File: config.mk
export PLATFORM = sky130hd
export DESIGN_NAME = taco_order_decoder
export DESIGN_NICKNAME = d
export VERILOG_FILES = /design/src/rtl/taco_order_decoder.sv
export SDC_FILE = /design/constraint.sdc
export NUM_CORES = 1
export LEC_CHECK = 0
export BUFFER_PORTS_ARGS = -buffer_cell sky130_fd_sc_hd__buf_2
export CELL_PAD_IN_SITES_DETAIL_PLACEMENT = 1
export CELL_PAD_IN_SITES_GLOBAL_PLACEMENT = 2
export CORE_UTILIZATION = 30
export CTS_BUF_LIST = sky130_fd_sc_hd__clkbuf_8
export DETAILED_ROUTE_END_ITERATION = 10
export MAX_ROUTING_LAYER = met4
export PLACE_DENSITY_LB_ADDON = 0.1
export SLEW_MARGIN = 10
export SYNTH_ARGS = -nofsm -noshare
export SYNTH_HDL_FRONTEND = slang
export SYNTH_SLANG_ARGS = --single-unit
File: constraint.sdc
create_clock -name clk -period 1.8 [get_ports clk]
set_input_delay 0.09 -clock clk [delete_from_list [all_inputs] [get_ports clk]]
set_output_delay 0.09 -clock clk [all_outputs]
set_load 0.01 [all_outputs]
File: src/rtl/taco_order_decoder.sv
// Taco order decoder: turns "<flavour letter><quantity digit>" byte pairs into
// a stream of one-hot flavour tokens, one per taco, and keeps saturating
// per-flavour tallies of the tokens delivered.
module taco_order_decoder #(
    parameter int unsigned CNT_W = 8
) (
    input  logic             clk,
    input  logic             rst,
    input  logic             in_valid,
    input  logic [7:0]       in_data,
    output logic             in_ready,
    output logic             out_valid,
    output logic [3:0]       out_sabor,
    input  logic             out_ready,
    output logic             err,
    output logic             busy,
    output logic [CNT_W-1:0] cnt_c,
    output logic [CNT_W-1:0] cnt_p,
    output logic [CNT_W-1:0] cnt_f,
    output logic [CNT_W-1:0] cnt_d
);

    typedef enum logic [1:0] {StIdle, StQty, StEmit} state_e;

    state_e           state_q, state_d;
    logic [3:0]       flav_q, flav_d;
    logic [3:0]       rem_q, rem_d;
    logic             err_q, err_d;
    logic [CNT_W-1:0] cnt_q [4];
    logic [CNT_W-1:0] cnt_d_arr [4];

    logic accept;
    logic handshake;

    // Map an ASCII flavour letter to its one-hot code; zero for anything else.
    function automatic logic [3:0] letter_code(input logic [7:0] b);
        logic [3:0] code;
        code = 4'b0000;
        unique case (b)
            8'd67:   code = 4'b0001;
            8'd80:   code = 4'b0010;
            8'd70:   code = 4'b0100;
            8'd68:   code = 4'b1000;
            default: code = 4'b0000;
        endcase
        return code;
    endfunction

    // Handshake-facing outputs derived purely from the current state.
    always_comb begin
        in_ready  = (state_q != StEmit);
        out_valid = (state_q == StEmit);
        out_sabor = (state_q == StEmit) ? flav_q : 4'b0000;
        busy      = (state_q != StIdle);
        err       = err_q;
        cnt_c     = cnt_q[0];
        cnt_p     = cnt_q[1];
        cnt_f     = cnt_q[2];
        cnt_d     = cnt_q[3];
    end

    assign accept    = in_valid && in_ready;
    assign handshake = out_valid && out_ready;

    // Order parsing and token emission next-state logic.
    always_comb begin
        state_d = state_q;
        flav_d  = flav_q;
        rem_d   = rem_q;
        err_d   = 1'b0;
        unique case (state_q)
            StIdle: begin
                if (accept) begin
                    if (letter_code(in_data) != 4'b0000) begin
                        flav_d  = letter_code(in_data);
                        state_d = StQty;
                    end else begin
                        err_d = 1'b1;
                    end
                end
            end
            StQty: begin
                if (accept) begin
                    if (in_data >= 8'd49 && in_data <= 8'd57) begin
                        rem_d   = 4'(in_data - 8'd48);
                        state_d = StEmit;
                    end else begin
                        // '0' cancels silently; anything else is rejected.
                        err_d   = (in_data != 8'd48);
                        flav_d  = 4'b0000;
                        state_d = StIdle;
                    end
                end
            end
            StEmit: begin
                if (handshake) begin
                    rem_d = rem_q - 4'd1;
                    if (rem_q == 4'd1) begin
                        flav_d  = 4'b0000;
                        state_d = StIdle;
                    end
                end
            end
            default: begin
                state_d = StIdle;
                flav_d  = 4'b0000;
                rem_d   = 4'd0;
            end
        endcase
    end

    // Saturating tally of delivered tokens per flavour.
    always_comb begin
        for (int i = 0; i < 4; i++) begin
            cnt_d_arr[i] = cnt_q[i];
            if (handshake && flav_q[i] && (cnt_q[i] != {CNT_W{1'b1}})) begin
                cnt_d_arr[i] = cnt_q[i] + CNT_W'(1);
            end
        end
    end

    // State registers with synchronous reset.
    always_ff @(posedge clk) begin
        if (rst) begin
            state_q <= StIdle;
            flav_q  <= 4'b0000;
            rem_q   <= 4'd0;
            err_q   <= 1'b0;
            for (int i = 0; i < 4; i++) begin
                cnt_q[i] <= '0;
            end
        end else begin
            state_q <= state_d;
            flav_q  <= flav_d;
            rem_q   <= rem_d;
            err_q   <= err_d;
            for (int i = 0; i < 4; i++) begin
                cnt_q[i] <= cnt_d_arr[i];
            end
        end
    end

endmodule

* Yosys cells after proc, flatten, opt, wreduce, memory -nomap -nowiden *
Memories as Yosys holds them, arrays and structs flattened.
Cells that the tools add are included.

word-level totals
  register bits = 11
  latch bits = 0
  RAM bits = 32
  bits in read-only memories = 0
  bits of input ports = 12
  output and inout bits = 40
  word-level logic and storage cells = 93
  memories = 1

memory list
  memory  words  bits a word  rd ports  clocked after Yosys merged registers in  wr ports  RTL line  RTL
  cnt_q   4      8            4         0                                        4         29        logic [CNT_W-1:0] cnt_q [4];

cells by class
  add/sub/neg operators = 6
  multiply operators = 0
  divide/modulo/power cells = 0
  order comparisons = 2
  equal/unequal tests = 20
  shifts and indexed selects = 0
  multiplexer cells = 38
  bitwise logic cells = 5
  reductions and logical operators = 17

operators with widths
  kind                 count
  $mux 8               8
  $mux 4               12
  $add 8x1->8 const B  4
  $eq 8x7->1 const B   4
  $ne 8x8->1 const B   4
  $pmux 4 s3           2
  $pmux 4 s4           1
  $mux 2               6
  $ne 2x2->1 const B   6
  $logic_and 1x1->1    11
  $ge 8x6->1 const B   1
  $le 8x6->1 const B   1
  $ne 8x6->1 const B   1
  $sub 4x1->4 const B  2
  $mux 1               7
  $pmux 2 s3           1
  $reduce_and 6->1     1
  $reduce_and 5->1     1
  $eq 4x1->1 const B   1
  $ne 2x1->1 const B   2
  $or 1x1->1           4
  $reduce_and 4->1     1
  $reduce_bool 4->1    1
  $eq 2x1->1 const B   1
  other kinds (5)      5

* Logic depth before layout (Yosys ltp) *
  word-level depth = 8
  mapped depth = 7
  depth with buffers taken out = 6

* Worst setup path after synthesis *
Ideal clock, no wire load.

  path type = reg2reg
  from = reg state_q[0]
  to = reg rem_q[3]
  library setup time = 116 ps
  arrival = 1658 ps
  required time = 1684 ps
  slack = 26 ps
  cell stages (with the launch flop) = 8
  clock period less this slack = 1774 ps
  cell sequence = dfxtp_1 inv_1 ha_1 buf_4 nor3b_1 nand4_2 and4_1 a41o_1

between the ends
  word-level cells in the longest chain between the ends = 4
  elaborated cells between the ends (all ways) = 12

ends and longest elaborated chain
  item                        RTL line  RTL
  start, declared             25        state_e state_q, state_d;
  start signal, assigned      125       state_q <= StIdle;
  start signal, assigned      133       state_q <= state_d;
  $eq 2x2->1 (*)              52        out_valid = (state_q == StEmit);
  via out_valid               12        output logic out_valid,
  $logic_and 1x1->1           63        assign handshake = out_valid && out_ready;
  $ne 2x1->1 (no line)        -
  $reduce_and 4->1 (no line)  -
  end signal, assigned        135       rem_q <= rem_d;
  end, declared               27        logic [3:0] rem_q, rem_d;

Mark *: on every way through the listed nets, which the timed path passes. The rest lies on a longest branch.
A chain may end at the register's enable or synchronous reset.

==> reports/metrics.cfg <==
[clocking]
postCtsHoldBufs=0
cts_sinks=43
cts_tree=built
numCtsBuffers=5
clock_latency_ps=300
clk_pin_slew_ps=90
post_cts_buffers=0
cts_root_buf=clkbuf_8
clock_path_buffers=2
htreeDepth=2

[timing]
worst_slack_ps=50.3
hold_violations=0
post-route-min-period_ps=1750
post-route-period-util_pct=97.2
fmax_mhz=572
tns_ps=0
relSlewSlack_pct=69.0
clock_skew_ps=7.88
slew_violations=0
worst_pin_slew_ps=466
finalSetupViolations=0
rsz0062_at_grt=true

[worst_hold_path]
hold_class=input pin to flop

[setup_path]
critPathRequiredTime_ps=2030
path_cells=inv_1, ha_2, nand3_1, o21bai_4, or4_1, a21oi_1
path_class=flop to flop
cp_top_family=simple AND/OR/NAND/NOR gates
cp_max_fo=11
cp_num_buf_inv=1
cp_slowest_stage_delay_ps=490
end_kind=flop
crit_slowest_cell=or4_1
crit_arrival_ps=1980
crit_path_start_kind=flop

[yosys]
synth-main-ff-cell=dfxtp_1
async_flop_share_pct=0
syn_area_per_cell_um2=9.11
synth_seq_cells=43
synthCells=262
ys_seq_area_share_pct=36.1
synth_area_mm2=0.00239
yosysWarnings=0
syn_nets=283
synth_cell_types=52
synth_edf_count=0

[die]
core.rowCount=32
start_util_pct=30.9
fp.dieH_um=91.2
io_pins=52
die-area_mm2=0.00832
core_mm2=0.00773
fp.dieW_um=91.2

[pwr]
power_per_cell_area_mw_per_mm2=593
power.switching_mw=0.414
combPwrFrac_pct=4.6
seqPwrFrac_pct=52.7
finalPower_mw=1.81
internal_power_mw=1.39
p_leak_nw=1.16
swShare_pct=22.9
peakVddDrop_v=0.000355
power_frac_clock_pct=42.7

[global_routing]
track_usage_pct=16.4
grt_overflow_total=0
grt_pass1_vias=2224
antenna_found_initial=0
grt_pass1_wl_um=10700
grt_max_degree=42

[final_layout]
final_cells=436
n_antenna_cell=0
finish.instance_area_mm2=0.00305
drive_gt1_share_pct=30.5
nets=354
area_delta_synth_final_pct=27.8

[flow_run]
maxCapViolCount=0

[detailed_routing]
drt-initial-drc-count=34
drc=0
top_layer_used=met4
viasPerCell=5.17
route.met2.wl_um=3080
drt-wirelength-per-cell_um=14.5
routed_wl_um=6330
firstDrtPassIters=4
vias=2255
antenna_left=0
drt-met1-wl_um=3000
met3_length_um=175

[status]
outcome=complete, no violations

[placement]
place_area_mm2=0.00288
dpl.hpwl_um=4550
dp_slack_ps=-36.3
gp_congestion=0.749
port-buffer-count=51
placed_cells_incl_taps=428

[sequential cells by signal (all words and copies together) (netlist names)]
signal,count
flav_q,4
rem_q,4
err,1
state_q,2
cnt_q,32
[power by group through the flow]
stage               sequential [mW]  clock (mW)  combinational, mW
floorplan                     0.976           0             0.0349
global placement              0.975           0             0.0827
detailed placement            0.975           0             0.0821
CTS                           0.953       0.812             0.0830
global route                  0.953       0.850             0.0917
finish                        0.953       0.772             0.0830
[cells by family (layout without fill, tap and decap cells)]
kind of cell,Yosys count,after routing,share of synthesized area [%]
fa+ha+maj,9,9,4.72
buf+inv,20,92,3.93
simple gates,101,101,25.4
flops,43,43,36.1
xor+xnor,14,14,5.14
compound gates,70,70,22.6
mux,5,5,2.10
[timing repair]
| action | 4_1_cts | 5_1_grt |
|---|---|---|
| endpoints found under the setup margin | 8 | 19 |
| pin swaps | 1 | 3 |
| gates resized for setup | 3 | 8 |
[placed cells by master (no fill, tap or decap), types with 3 or more instances in the layout]
cell / Yosys / routed
xor2_1: 3 / 3
nand3_1: 17 / 17
buf_2: 0 / 51
xnor2_1: 11 / 11
a211o_1: 3 / 3
or4_1: 8 / 8
and4_1: 4 / 4
o211ai_1: 4 / 4
nor2_1: 17 / 17
clkbuf_8: 0 / 5
ha_1: 9 / 7
nand2_1: 16 / 16
buf_4: 1 / 20
inv_1: 13 / 13
and2_1: 4 / 4
or3_1: 6 / 6
a21oi_1: 22 / 21
a32oi_1: 3 / 3
mux2i_1: 5 / 5
nor2b_1: 5 / 5
o21ai_0: 9 / 9
o31ai_1: 7 / 7
dfxtp_1: 43 / 42
[through the flow]
stage | util, % | hold slack, ps
6_report | 39.5 | 161
4_1_cts | 38.8 | 140
5_1_grt | 39.5 | 175
3_5_place_dp | 37.2 | 466
2_1_floorplan | - | 240
3_3_place_gp | 37.2 | 467
[per-layer routing]
layer / up-vias / global-route usage, %
met5: - / -
met4: 0 / 5.16
met3: 6 / 3.43
met2: 29 / 27.7
met1: 1089 / 19.5
li1: 1131 / -
[synth_stat cells, types with 6 or more instances]
library cell | number | area share (%)
o21ai_0 | 9 | 1.9
or4_1 | 8 | 2.5
o31ai_1 | 7 | 2.2
nand2_1 | 16 | 2.5
nor2_1 | 17 | 2.7
ha_1 | 9 | 4.7
xnor2_1 | 11 | 4.0
nand3_1 | 17 | 3.6
inv_1 | 13 | 2.0
a21oi_1 | 22 | 4.6
dfxtp_1 | 43 | 36
or3_1 | 6 | 1.6
[final cells by class]
class                           count  area, um2
Clock buffer                        5       68.8
Clock inverter                      3       43.8
Fill cell                         946       4680
Inverter                           13       48.8
Multi-Input combinational cell    199       1490
Sequential cell                    43        862
Tap cell                          102        128
Timing Repair Buffer               71        405
[tightest hold or removal path: stages]
cell and delay (ps):
buf_2 170, a32oi_1 110, nand2_1 60
[final timing paths]
| path | to | cells past startpoint | slack, ps | from |
|---|---|---|---|---|
| setup / recovery | cnt_q[0][5]$_SDFFE_PP0P_ | 6 | 50 | state_q[0]$_SDFFE_PP0P_ |
| hold / removal | flav_q[0]$_SDFFE_PP0P_ | 3 | 160 | in_data[1] |
| setup reg to reg | cnt_q[0][5]$_SDFFE_PP0P_ | 6 | 50 | state_q[0]$_SDFFE_PP0P_ |
| hold reg to reg | state_q[1]$_SDFFE_PP0P_ | 2 | 490 | state_q[1]$_SDFFE_PP0P_ |
No activity file was read; power rests on OpenSTA's default activity.
